--- src/rtl/serial_adder_pkg.sv ---
// serial_adder_pkg: shared constants for the bit-serial adder.
// State encoding, legal WIDTH bounds and the FSM state type.
package serial_adder_pkg;

  // State encoding
  localparam logic [1:0] IDLE  = 2'd0;
  localparam logic [1:0] SHIFT = 2'd1;
  localparam logic [1:0] DONE  = 2'd2;

  // Legal operand width range and default
  localparam int WIDTH_MIN     = 2;
  localparam int WIDTH_MAX     = 32;
  localparam int WIDTH_DEFAULT = 8;

  typedef enum logic [1:0] {
    ST_IDLE  = IDLE,
    ST_SHIFT = SHIFT,
    ST_DONE  = DONE
  } state_t;

endpackage

--- src/rtl/serial_adder_if.sv ---
// serial_adder_if: request/result bundle of the bit-serial adder.
// The Sub signal exists only when SERIAL_ADDER_SUB_EN is defined.
interface serial_adder_if
  import serial_adder_pkg::*;
#(
  parameter int WIDTH = WIDTH_DEFAULT
);

  logic             Start;
  logic [WIDTH-1:0] A;
  logic [WIDTH-1:0] B;
`ifdef SERIAL_ADDER_SUB_EN
  logic             Sub;
`endif
  logic [WIDTH-1:0] Sum;
  logic             Cout;
  logic             Busy;
  logic             Done;

`ifdef SERIAL_ADDER_SUB_EN
  modport master (output Start, A, B, Sub, input Sum, Cout, Busy, Done);
  modport slave  (input Start, A, B, Sub, output Sum, Cout, Busy, Done);
`else
  modport master (output Start, A, B, input Sum, Cout, Busy, Done);
  modport slave  (input Start, A, B, output Sum, Cout, Busy, Done);
`endif

endinterface

--- src/rtl/serial_adder_full_adder_cell.sv ---
// full_adder_cell: combinational 1-bit full adder made of two half-adder
// stages with their carries ORed together.
module full_adder_cell (
  input  logic a,
  input  logic b,
  input  logic ci,
  output logic s,
  output logic co
);

  logic hs1;
  logic hc1;
  logic hc2;

  // First half adder: a + b
  assign hs1 = a ^ b;
  assign hc1 = a & b;

  // Second half adder: partial sum + carry in
  assign s   = hs1 ^ ci;
  assign hc2 = hs1 & ci;

  // Carry out from either stage
  assign co  = hc1 | hc2;

endmodule

--- src/rtl/serial_adder.sv ---
// serial_adder: adds two WIDTH-bit unsigned operands LSB-first, one bit per
// clock, through a single full_adder_cell with a registered carry.
// Optional feature macro: SERIAL_ADDER_SUB_EN (adds Sub, computing A-B).
module serial_adder
  import serial_adder_pkg::*;
#(
  parameter int WIDTH = WIDTH_DEFAULT
) (
  input  logic           Clk,
  input  logic           Rst,
  serial_adder_if.slave  bus
);

  localparam int                CNT_W    = $clog2(WIDTH);
  localparam logic [CNT_W-1:0]  LAST_CNT = CNT_W'(WIDTH - 1);

  state_t             state;
  state_t             state_next;
  logic [WIDTH-1:0]   a_sh;
  logic [WIDTH-1:0]   a_sh_next;
  logic [WIDTH-1:0]   b_sh;
  logic [WIDTH-1:0]   b_sh_next;
  logic               carry;
  logic               carry_next;
  logic [CNT_W-1:0]   cnt;
  logic [CNT_W-1:0]   cnt_next;
  logic [WIDTH-1:0]   sum;
  logic [WIDTH-1:0]   sum_next;
  logic               cout;
  logic               cout_next;
  logic               busy;
  logic               busy_next;
  logic               done;
  logic               done_next;
  logic               sub_sel;
  logic               fa_s;
  logic               fa_co;

`ifdef SERIAL_ADDER_SUB_EN
  assign sub_sel = bus.Sub;
`else
  assign sub_sel = 1'b0;
`endif

  full_adder_cell u_fa (
    .a  (a_sh[0]),
    .b  (b_sh[0]),
    .ci (carry),
    .s  (fa_s),
    .co (fa_co)
  );

  // Next-state and datapath update: load on accepted Start, shift in SHIFT
  always_comb begin
    state_next = state;
    a_sh_next  = a_sh;
    b_sh_next  = b_sh;
    carry_next = carry;
    cnt_next   = cnt;
    sum_next   = sum;
    cout_next  = cout;
    busy_next  = 1'b0;
    done_next  = 1'b0;
    case (state)
      ST_IDLE, ST_DONE: begin
        if (bus.Start) begin
          // Subtraction is A + ~B + 1: invert B and seed the carry
          a_sh_next  = bus.A;
          b_sh_next  = sub_sel ? ~bus.B : bus.B;
          carry_next = sub_sel;
          cnt_next   = {CNT_W{1'b0}};
          state_next = ST_SHIFT;
          busy_next  = 1'b1;
        end else begin
          state_next = ST_IDLE;
        end
      end
      ST_SHIFT: begin
        a_sh_next  = {1'b0, a_sh[WIDTH-1:1]};
        b_sh_next  = {1'b0, b_sh[WIDTH-1:1]};
        carry_next = fa_co;
        sum_next   = {fa_s, sum[WIDTH-1:1]};
        if (cnt == LAST_CNT) begin
          // Last bit: publish carry and pulse Done next cycle
          cnt_next   = {CNT_W{1'b0}};
          cout_next  = fa_co;
          state_next = ST_DONE;
          done_next  = 1'b1;
        end else begin
          cnt_next   = cnt + CNT_W'(1);
          busy_next  = 1'b1;
        end
      end
      default: begin
        state_next = ST_IDLE;
      end
    endcase
  end

  // State and datapath registers with synchronous reset
  always_ff @(posedge Clk) begin
    if (Rst) begin
      state <= ST_IDLE;
      a_sh  <= {WIDTH{1'b0}};
      b_sh  <= {WIDTH{1'b0}};
      carry <= 1'b0;
      cnt   <= {CNT_W{1'b0}};
      sum   <= {WIDTH{1'b0}};
      cout  <= 1'b0;
      busy  <= 1'b0;
      done  <= 1'b0;
    end else begin
      state <= state_next;
      a_sh  <= a_sh_next;
      b_sh  <= b_sh_next;
      carry <= carry_next;
      cnt   <= cnt_next;
      sum   <= sum_next;
      cout  <= cout_next;
      busy  <= busy_next;
      done  <= done_next;
    end
  end

  assign bus.Sum  = sum;
  assign bus.Cout = cout;
  assign bus.Busy = busy;
  assign bus.Done = done;

endmodule
--- src/flat_wrapper.sv ---
// flat-port wrapper written by rule: the top's interface ports become plain ports
module serial_adder_flat import serial_adder_pkg::*;
#(
  parameter int WIDTH = WIDTH_DEFAULT
)
  (Clk, Rst, bus_Start, bus_A, bus_B, bus_Sum, bus_Cout, bus_Busy, bus_Done);
  serial_adder_if #(.WIDTH(WIDTH)) bus_i ();
  input  logic Clk;
  input  logic Rst;
  input wire logic [$bits(bus_i.Start)-1:0] bus_Start;
  input wire logic [$bits(bus_i.A)-1:0] bus_A;
  input wire logic [$bits(bus_i.B)-1:0] bus_B;
  output wire logic [$bits(bus_i.Sum)-1:0] bus_Sum;
  output wire logic [$bits(bus_i.Cout)-1:0] bus_Cout;
  output wire logic [$bits(bus_i.Busy)-1:0] bus_Busy;
  output wire logic [$bits(bus_i.Done)-1:0] bus_Done;
  assign bus_i.Start = bus_Start;
  assign bus_i.A = bus_A;
  assign bus_i.B = bus_B;
  assign bus_Sum = bus_i.Sum;
  assign bus_Cout = bus_i.Cout;
  assign bus_Busy = bus_i.Busy;
  assign bus_Done = bus_i.Done;
  serial_adder #(.WIDTH(WIDTH)) u_core (.Clk(Clk), .Rst(Rst), .bus(bus_i));
endmodule
--- config.mk ---
export PLATFORM = sky130hd
export DESIGN_NAME = serial_adder_flat
export DESIGN_NICKNAME = d
export VERILOG_FILES = /design/src/rtl/serial_adder_pkg.sv /design/src/rtl/serial_adder_if.sv /design/src/rtl/serial_adder_full_adder_cell.sv /design/src/rtl/serial_adder.sv /design/src/flat_wrapper.sv
export SDC_FILE = /design/constraint.sdc
export NUM_CORES = 1
export LEC_CHECK = 0
export ABC_AREA = 1
export CORE_UTILIZATION = 30
export CTS_BUF_LIST = sky130_fd_sc_hd__clkbuf_4 sky130_fd_sc_hd__clkbuf_8
export DETAILED_ROUTE_END_ITERATION = 7
export GPL_ROUTABILITY_DRIVEN = 0
export PLACE_DENSITY = 0.56
export SLEW_MARGIN = 40
export SYNTH_ARGS = -nofsm -noshare
export SYNTH_HDL_FRONTEND = slang
export SYNTH_SLANG_ARGS = --single-unit
--- constraint.sdc ---
create_clock -name Clk -period 1 [get_ports Clk]
set_input_delay 0.2 -clock Clk [delete_from_list [all_inputs] [get_ports Clk]]
set_output_delay 0.2 -clock Clk [all_outputs]
set_load 0.01 [all_outputs]
; Word-level counts from Yosys, hierarchy flattened
; Cells that the tools add are included.
[word_totals]
regBits = 33
latchBits = 0
mem_bits_rw = 0
rom_bits = 0
input_bits = 19
elab_cells = 43
n_memories = 0
[op_classes]
addsub = 1
mul = 0
n_div = 0
n_lt_le_gt_ge = 0
eq_ne = 5
shifts = 0
n_mux = 16
n_bitwise = 6
n_reduce_logical = 6
[ops]
columns = op, n
row1 = $pmux W8 S2, 2
row2 = $mux W8, 2
row3 = $mux W3, 2
row4 = $pmux W3 S2, 1
row5 = $mux W1, 5
row6 = $pmux W1 S2, 2
row7 = $pmux W2 S2, 1
row8 = $reduce_and A2 Y1, 2
row9 = $reduce_or A2 Y1, 2
row10 = $add A3 B1 Y3 const B, 1
row11 = $eq A3 B3 Y1 const B, 1
row12 = $and A1 B1 Y1, 2
row13 = $eq A2 B1 Y1 const B, 1
row14 = $eq A2 B2 Y1 const B, 1
row15 = $logic_not A2 Y1, 1
row16 = $mux W2, 1
row17 = $ne A2 B1 Y1 const B, 1
row18 = $ne A2 B2 Y1 const B, 1
row19 = $reduce_bool A2 Y1, 1
row20 = $xor A1 B1 Y1, 2
row21 = $not A1 Y1, 1
row22 = $or A1 B1 Y1, 1

; Longest topological paths before layout
; Gate-level depths: netlist of the first run.
[logic_depth]
word_depth = 4
mapped_depth = 7

; Modules after synthesis
; From an unflattened synthesis of the first run, not the netlist that was laid out.
[unflattened]
cells_unflattened = 220
hier_area_um2 = 1549.0
[modules_own_cells]
columns = module, instances, cells_per_inst, area_per_inst_um2
row1 = serial_adder, 1, 219, 1529.0
row2 = full_adder_cell, 1, 1, 20.0

; Worst setup path before layout of the first run
; OpenSTA, ideal clock, no wires.
[synth_timing]
path_type = reg-to-reg
start = reg u_core.a_sh[0]
end = reg u_core.sum[7], in the netlist u_core.bus.Sum[7]
t_arrival_ps = 948
required_time_ps = 884
setup_slack_ps = -64
path_stages_with_launch = 4
path_buffers = 0
cell_sequence = dfxtp_1 -> fa_1 -> o21ai_0 -> nor2_1
[synth_between]
elab_chain_len = 2
[synth_rtl]
columns = item, line
row1 = start: declaration, serial_adder.sv:19  ; logic [WIDTH-1:0] a_sh;
row2 = start signal: assignment, serial_adder.sv:104  ; a_sh <= {WIDTH{1'b0}};
row3 = start signal: assignment, serial_adder.sv:114  ; a_sh <= a_sh_next;
row4 = $xor A1 B1 Y1, serial_adder_full_adder_cell.sv:16  ; assign hs1 = a ^ b;
row5 = $xor A1 B1 Y1, serial_adder_full_adder_cell.sv:20  ; assign s = hs1 ^ ci;
row6 = net u_core.fa_s, serial_adder.sv:36  ; logic fa_s;
row7 = end signal: assignment, serial_adder.sv:108  ; sum <= {WIDTH{1'b0}};
row8 = end signal: assignment, serial_adder.sv:118  ; sum <= sum_next;
row9 = end: declaration, serial_adder.sv:27  ; logic [WIDTH-1:0] sum;
; The timed path passes the listed nets, and every way through them passes these cells.
; A chain may end at the register's enable or synchronous reset.

; Worst setup path in the final report of the first run
; Ends and elaborated chain as after synthesis.

==> impl_metrics.json, run 1 <==
{
  "wirelength_um": 3590,
  "slew_headroom_pct": 78.4,
  "critPathCaptureType": "flip-flop",
  "fmax_ghz": 0.933,
  "clkPwrFrac_pct": 32.0,
  "h-tree-depth": 2,
  "grt_pass1_wl_um": 5750,
  "synth_nets": 242,
  "dieHeight_um": 73.9,
  "multiInputGateArea_um2": 832,
  "root_buffer": "clkbuf_8",
  "wire_per_inst_um": 10.8,
  "setup_violations": 16,
  "grt_start_max_net_pins": 29,
  "post-route-util_pct": 46.6,
  "antenna_found_initial": 0,
  "area_growth_pct": 45.9,
  "whs_ns": 0.470,
  "power_frac_comb_pct": 22.2,
  "yosys_warnings": 0,
  "hold_violations": 0,
  "syn_inst": 220,
  "io_pins": 30,
  "num-nets-final": 288,
  "grt-busiest-layer": "met2",
  "p_int_w": 0.00234,
  "crit_type": "flip-flop to flip-flop",
  "yosysTopAreaCell": "dfxtp_1",
  "dp_slack_ns": -0.395,
  "antenna_cells": 0,
  "first_global_vias": 1262,
  "routed_via_density": 4.30,
  "rows": 25,
  "seqPwrFrac_pct": 45.7,
  "port-buffer-count": 29,
  "cts_buffer_depth": 2,
  "die_area_um2": 5450,
  "yosysTopAreaCellShare_pct": 42.6,
  "dr.pass1.iters": 4,
  "layout_worst_path_cycle_share_pct": 107,
  "maxCapViolCount": 0,
  "tightestPinTransition_ns": 0.323,
  "grt.total_usage_pct": 14.3,
  "status": "complete, but fails checks",
  "nFillCells": 502,
  "clk_pin_slew_ns": 0.07,
  "cts_tree": "done",
  "synth_cell_types": 21,
  "vias": 1432,
  "core_um2": 4850,
  "synth_area_leaders": "dfxtp_1 43%, nor2_1 11%, nand3_1 11%, nand2_1 8.7%, inv_1 7.5%",
  "cp.required_ns": 1.18,
  "drv_slew": 0,
  "syn_avg_cell_area_um2": 7.04,
  "rsz0062_at_grt": "true",
  "tns_ns": -0.398,
  "p_per_area_nw_per_um2": 1420,
  "hp-class": "flip-flop to flip-flop",
  "ant_nets": 0,
  "cts_made_buffers": 5,
  "seqCellArea_um2": 679,
  "synth-seq-cells": 33,
  "die_w_um": 73.9,
  "arrival_ns": 1.25,
  "start_kind": "flip-flop",
  "drive_above_1_share_pct": 32.0,
  "fin_crit_ns": 1.07,
  "drt_iter0_drc": 53,
  "grt.overflow.total": 0,
  "synth-seq-area-share_pct": 42.6,
  "power.leakage_nw": 1.07,
  "clock_sinks": 33,
  "grt_use_met2_pct": 20.7,
  "initial_utilization_pct": 31.9,
  "clock_latency_ns": 0.29,
  "cp_max_fo": 2,
  "violations": "setup timing",
  "met3_usage_pct": 4.39,
  "ir_drop_mv": 0.807,
  "clock_skew_ns": 0.00707,
  "hpwl_um": 2190,
  "synth_area_um2": 1550,
  "gr-usage-met1_pct": 19.2,
  "worst_slack_ns": -0.0717,
  "p_sw_share_pct": 27.2,
  "switchingPower_w": 0.000876,
  "drc": 0
}
==> placed cells by master, fill, tap and decap left out, types with 2 or more instances in the layout <==
cell	netlist	layout
buf_6	4	3
a21oi_2	0	4
nor2_1	46	45
inv_4	1	2
a21oi_1	8	4
o21ai_0	8	7
buf_2	3	11
dfxtp_2	0	12
inv_1	31	29
nand2_1	36	34
clkdlybuf4s50_1	0	17
nand3_1	34	20
nand2_8	0	2
ha_4	0	2
nand3_2	0	14
buf_4	2	13
nor2_4	1	2
nand2_4	2	3
nand3b_1	2	2
dfxtp_1	33	20
inv_2	1	2
buf_12	0	2
clkbuf_8	0	6
nand2_2	1	2
==> power by group through the flow <==
stage / logic [W] / registers [W] / clock network [W]
6_report: 0.000715 / 0.00147 / 0.00103
5_1_grt: 0.000801 / 0.00149 / 0.00113
4_1_cts: 0.000643 / 0.00147 / 0.00108
3_5_place_dp: 0.000643 / 0.00149 / 0
3_3_place_gp: 0.000638 / 0.00149 / 0
2_1_floorplan: 0.000383 / 0.00150 / 0
==> layer usage <==
metal / part of all wire, % / vias up / wire length (um)
met1: 51 / 630 / 1820
met4: 1.9 / 0 / 68
met3: 4.1 / 7 / 146
met2: 43 / 28 / 1550
met5: 0 / - / 0
li1: - / 767 / -
==> logic make-up (layout without fill, tap and decap cells) <==
logic type,count (synthesis),count (layout),synth area share [%]
AO/OA/AOI/OAI,16,16,5.17
adder cells (fa/ha/maj),3,3,2.91
buffers and inverters,45,89,14.5
AND/OR/NAND/NOR,123,125,34.8
flip-flops,33,33,42.6
==> critical path, stage by stage, from the launching register on <==
cell     delay, ns
dfxtp_2       0.33
fa_1          0.46
o21ai_1       0.12
nor2_1        0.04
==> path summary, 6_finish.rpt <==
path | startpoint | end | slack (ns) | depth (start not counted)
setup / recovery | u_core.a_sh[0] | u_core.bus.Sum[7] | -0.07 | 3
hold / removal | u_core.bus.Cout | u_core.bus.Cout | 0.47 | 2
setup reg to reg | u_core.a_sh[0] | u_core.bus.Sum[7] | -0.07 | 3
hold reg to reg | u_core.bus.Cout | u_core.bus.Cout | 0.47 | 2
==> final cells by class <==
cell class / count / share of cell area, %
clock buffers: 7 / 3.99
flip-flops and latches: 33 / 30.1
multi-input cells: 144 / 36.8
well taps: 67 / 3.71
repair buffers: 49 / 19.7
inverters: 33 / 5.70
==> through the flow <==
step / std cells / cell area, um2 / power [W]
floorplan: 220 / 1550 / 0.00188
global placement: 322 / 1990 / 0.00213
detailed placement: 322 / 1990 / 0.00213
CTS: 330 / 2090 / 0.00320
global route: 333 / 2260 / 0.00341
finish: 333 / 2260 / 0.00322
==> cell usage after synthesis, drive strengths merged <==
library cell,number
ha,2
o21ai,8
fa,1
nand3b,2
buf,10
inv,33
nand3,34
a21oi,8
nand2,39
nor2,48
dfxtp,33
clkbuf,2
==> state kept, by name, summed over array words and instances, names as in the netlist <==
name	cells
u_core.bus.Cout	1
u_core.bus.Busy	1
u_core.bus.Sum	8
u_core.state	2
u_core.cnt	3
u_core.b_sh	8
u_core.carry	1
u_core.bus.Done	1
u_core.a_sh	8
==> repair_timing <==
| item | CTS | global route |
|---|---|---|
| setup endpoints to repair | 42 | 31 |
| resized for setup | 63 | 32 |
| pin swaps | 3 | 34 |
| buffers inserted | 0 | 1 |
| gates cloned | 1 | 2 |
| hold buffers | 0 | 0 |
Power figures use the tool's default switching activity.
==> inputs of run 2 (changes only) <==
--- a/config.mk
+++ b/config.mk
@@ -6,6 +6,7 @@
 export NUM_CORES = 1
 export LEC_CHECK = 0
 export ABC_AREA = 1
+export CORE_MARGIN = 2
 export CORE_UTILIZATION = 30
 export CTS_BUF_LIST = sky130_fd_sc_hd__clkbuf_4 sky130_fd_sc_hd__clkbuf_8
 export DETAILED_ROUTE_END_ITERATION = 7
==> impl_metrics.json, run 2 (same netlist as run 1, synthesis figures left out) <==
{
  "status": "complete, but fails checks",
  "violations": "setup timing",
  "die_area_um2": 5750,
  "post-layout-total-power_w": 0.00313,
  "layout_worst_path_cycle_share_pct": 105,
  "cts_made_buffers": 5,
  "die_w_um": 75.9,
  "clock_latency_ns": 0.28,
  "wirelength_um": 3480,
  "finalNonFillerCells": 336,
  "num-nets-final": 287,
  "clkPwrFrac_pct": 31.7,
  "dieHeight_um": 75.9,
  "cts_setup_buffers": 0,
  "routed_via_density": 4.24,
  "io_pins": 30,
  "layout_common_cells": "46 x nor2_1, 35 x nand2_1, 30 x inv_1, 25 x nand3_1, 23 x dfxtp_1",
  "drt_iter0_drc": 66,
  "fin_crit_ns": 1.05,
  "drc": 0,
  "initial_utilization_pct": 30.7,
  "r2r-end": "u_core.bus.Sum[7]",
  "setup_violations": 10,
  "tns_ns": -0.174,
  "cp_max_fo": 2,
  "rows": 26,
  "wire_per_inst_um": 10.4,
  "layout_commonest_cell": "nor2_1",
  "start_kind": "flip-flop",
  "placed_cells": 327,
  "clk_pin_slew_ns": 0.07,
  "fmax_ghz": 0.950,
  "p_per_area_nw_per_um2": 1440,
  "reg2reg_slack_ns": -0.05,
  "critPathCaptureType": "flip-flop",
  "grt.overflow.total": 0,
  "hold_violations": 0,
  "hpwl_um": 2180,
  "dr.pass1.iters": 4,
  "h-tree-depth": 2,
  "hp-class": "flip-flop to flip-flop",
  "p_sw_share_pct": 28.1,
  "r2r_cells": 3,
  "maxCapViolCount": 0,
  "slew_headroom_pct": 79.9,
  "switchingPower_w": 0.000879,
  "critPathCapture": "u_core.bus.Sum[7]",
  "seqPwrFrac_pct": 46.9,
  "clock_skew_ns": 0.00580,
  "tightestPinTransition_ns": 0.301,
  "first_global_vias": 1224,
  "cts_tree": "done",
  "root_buffer": "clkbuf_8",
  "ir_drop_mv": 0.795,
  "crit_start": "u_core.a_sh[0]",
  "antenna_found_initial": 0,
  "grt_pass1_wl_um": 5440,
  "area_growth_pct": 39.7,
  "vias": 1423,
  "rsz0062_at_grt": "true",
  "cp.required_ns": 1.19,
  "grt_start_max_net_pins": 31,
  "power.leakage_nw": 1.04,
  "p_int_w": 0.00225,
  "drv_slew": 0,
  "antenna_cells": 0,
  "core_um2": 5040,
  "port-buffer-count": 29,
  "crit_type": "flip-flop to flip-flop",
  "worst_slack_ns": -0.0526,
  "timing.rr.start": "u_core.a_sh[0]",
  "grt.total_usage_pct": 12.7,
  "power_frac_comb_pct": 21.4,
  "clock_sinks": 33,
  "arrival_ns": 1.24,
  "ant_nets": 0,
  "cts_buffer_depth": 2,
  "drive_above_1_share_pct": 27.4
}
==> run 2: changes by cell type in the layout (fill, tap and decap cells not counted), moves of 2 or more <==
cell / change
clkinv_2: +2
nand2_4: -2
dfxtp_2: -2
nand3_2: -5
dfxtp_1: +3
buf_12: -2
nand3_1: +5
==> run 2: routing by layer <==
metal / vias up / global-route usage, % / routed length (um)
li1: 764 / - / -
met1: 631 / 16.9 / 1650
met2: 22 / 18.1 / 1600
met3: 6 / 4.50 / 158
met4: 0 / 6.43 / 71
met5: - / 0 / 0
==> run 2: how the worst min path moves through the flow <==
stage,from,to,depth (start not counted)
after floorplan,bus_A[0],u_core.a_sh[0],2
after CTS,bus_B[7],u_core.b_sh[7],3
after detailed placement,u_core.a_sh[7],u_core.a_sh[7],2
after global routing,bus_B[3],u_core.b_sh[3],3
after global placement,u_core.bus.Cout,u_core.bus.Cout,2
final,u_core.bus.Cout,u_core.bus.Cout,2
==> run 2: power groups by stage <==
| stage | clock, W | sequential (W) | combinational, W |
|---|---|---|---|
| CTS | 0.00103 | 0.00147 | 0.000631 |
| detailed placement | 0 | 0.00149 | 0.000635 |
| global placement | 0 | 0.00149 | 0.000632 |
| finish | 0.000990 | 0.00147 | 0.000669 |
| floorplan | 0 | 0.00150 | 0.000383 |
| global route | 0.00108 | 0.00148 | 0.000756 |
==> run 2: critical path: stages (launching register included) <==
cell and delay, ns:
dfxtp_2 0.33, fa_1 0.46, o21ai_1 0.12, nor2_1 0.04
==> run 2: final cells by class <==
cell class	instances	area, um2
Sequential cell	33	673
Clock buffer	6	76.3
Tap cell	70	87.6
Inverter	33	126
Clock inverter	2	10.0
Timing Repair Buffer	49	414
Multi-Input combinational cell	143	777
Fill cell	539	2880
==> run 2: what timing repair did <==
item                       CTS  global route
hold buffers                 0             0
gates resized for setup     65            18
pin swaps                    4            10
setup endpoints to repair   42            31
cloned                       0             1
==> run 2: through the flow <==
stage / worst slack, ns / area (um2) / util [%] / hold WS, ns
final: -0.0526 / 2160 / 42.9 / 0.475
after global routing: -0.100 / 2160 / 42.9 / 0.494
after CTS: -0.0595 / 2080 / 41.2 / 0.465
after detailed placement: -0.376 / 1980 / 39.3 / 0.480
after global placement: -0.373 / 1980 / 39.3 / 0.471
after floorplan: -0.0258 / 1550 / - / 0.335
==> inputs of run 3 (changes only) <==
--- a/config.mk
+++ b/config.mk
@@ -6,6 +6,7 @@
 export NUM_CORES = 1
 export LEC_CHECK = 0
 export ABC_AREA = 1
+export ABC_CLOCK_PERIOD_IN_PS = 1000
 export CORE_MARGIN = 2
 export CORE_UTILIZATION = 30
 export CTS_BUF_LIST = sky130_fd_sc_hd__clkbuf_4 sky130_fd_sc_hd__clkbuf_8
==> results of run 3 <==
Final layout, timing and power as in run 2 (identical DEF).
==> RTL change: new RTL, settings of run 1 <==
The package constant `WIDTH_DEFAULT` goes from 8 to 16.
--- a/src/rtl/serial_adder_pkg.sv
+++ b/src/rtl/serial_adder_pkg.sv
@@ -11,5 +11,5 @@
   localparam int WIDTH_MIN     = 2;
   localparam int WIDTH_MAX     = 32;
-  localparam int WIDTH_DEFAULT = 8;
+  localparam int WIDTH_DEFAULT = 16;
 
   typedef enum logic [1:0] {
Ports: changed (resized bus_A, bus_B and bus_Sum); port bits go from 30 to 54. No check against the original RTL was run, so the function may have changed too.
==> RTL change against run 1 <==
Total power grew 88%; area after synthesis rose by 49%; combinational power increased by 100%; highest routed layer unchanged; critical endpoint is now u_core.a_sh[5]; the flow still finishes with violations (negative setup slack); largest cell class is now flip-flops and latches; worst setup slack got worse by 0.065 ns; cell area grew 65%; first-iteration DRC count up 47%; routed wire length up 69%; sequential cell count increased by 25.
==> RTL change: results (changes against run 1) <==
metric	value	unit	change
cp.arrival	1.35	ns	+0.10 ns
crit_path_top_delay_cell	dfxtp_4		
grt_util_met3	4.99	%	+0.60 points
port_buffers	53		+83%
synth_compound_area_share	12.5	%	+7.3 points
track_usage	14.9	%	+0.56 points
cp_top_family	buffers and inverters		
grt_start_max_net_pins	31		+6.9%
yosysUniqueCellTypes	23		+9.5%
drive_gt1_share	37.0	%	+5.0 points
violations	negative setup slack		
setup_viol	56		+40
fin_skew	0.00720	ns	+0.000127 ns
vias	2273		+59%
dpl_worst_slack	-0.468	ns	-0.0730 ns
grt_pass1_wl	9690	microns	+68%
max_slew.worst_pin.slew	0.255	ns	-0.0683 ns
numPlacedInstances	459		+43%
drt-initial-drc-count	78		+47%
numCtsBuffers	9		+4
n_fill_cell	690		+37%
outcome	complete, but fails checks		
ir_worst_vdd	0.000943	V	+17%
place_area	3180	sq um	+60%
crit_fanout	7		+5
first_global_vias	2115		+68%
use_met1	18.8	%	-0.39 points
dp.final_hpwl	3620	microns	+65%
yosysSeqAreaShare	50.2	%	+7.6 points
yosys-top-cells-count	nor2_1, nor3_1, dfxtp_1		
finalNetCount	416		+44%
synthTopCellsByArea	dfxtp_1, nor3_1, nor2_1, o21ai_0, o21ai_1		
syn_nets	332		+37%
postLayoutSetupSlackWorst	-0.137	ns	-0.0655 ns
dr.pass1.iters	5		+1
synth_fa_ha_area_share	1.41	%	-1.5 points
fin_tns_setup	-4.91	ns	-4.51 ns
vias_per_cell	4.71		+9.4%
fin_util	51.0	%	+4.4 points
clock_latency	0.33	ns	+0.04 ns
internal_power	4.31	mW	+84%
synthesis.instances	295		+34%
max_stage_delay	0.36	ns	-0.10 ns
grt_util_met2	23.2	%	+2.5 points
## RTL change: layout make-up
type	instances	area share, %
clock inverters	5	0.804
well taps	99	3.32
inverters	6	0.871
repair buffers	95	27.6
multi-input cells	209	31.5
flip-flops and latches	58	32.1
clock buffers	11	3.88
## RTL change: tightest hold or removal path, stage by stage (launching register included)
cell     delay (ns)
dfxtp_2        0.32
nor2_1         0.04
nor2_1         0.08
## RTL change: path summary, 6_finish.rpt
kind | from | to | slack [ns] | cells past startpoint
setup / recovery | u_core.state[0] | u_core.a_sh[5] | -0.14 | 6
hold / removal | u_core.bus.Sum[0] | u_core.bus.Sum[0] | 0.47 | 2
setup reg to reg | u_core.state[0] | u_core.a_sh[5] | -0.14 | 6
hold reg to reg | u_core.bus.Sum[0] | u_core.bus.Sum[0] | 0.47 | 2
## RTL change: cells by family (layout without fill, tap and decap cells)
logic type                 after synthesis  count (layout)
AOI/OAI and AO/OA                       57              57
and+or+nand+nor                        150             150
buffers and inverters                   28             117
DFF                                     58              58
adders and majority gates                2               2
## RTL change: layer usage
layer / vias up / part of all wire [%]
li1: 1167 / -
met1: 1048 / 45
met2: 52 / 50
met3: 6 / 4.1
met4: 0 / 1.4
met5: - / 0
## RTL change: repair_timing
action,in CTS,in global routing
gates resized for setup,116,51
hold endpoints to repair,0,0
setup buffers,2,1
setup endpoints to repair,76,75
pin swaps,1,10
cloned,1,4
## RTL change: power groups by stage
stage | registers, mW | clock network [mW] | logic, mW
finish | 2.70 | 1.90 | 1.44
global route | 2.73 | 2.07 | 1.58
CTS | 2.68 | 1.94 | 1.19
detailed placement | 2.72 | 0 | 1.19
global placement | 2.71 | 0 | 1.17
floorplan | 2.74 | 0 | 0.612
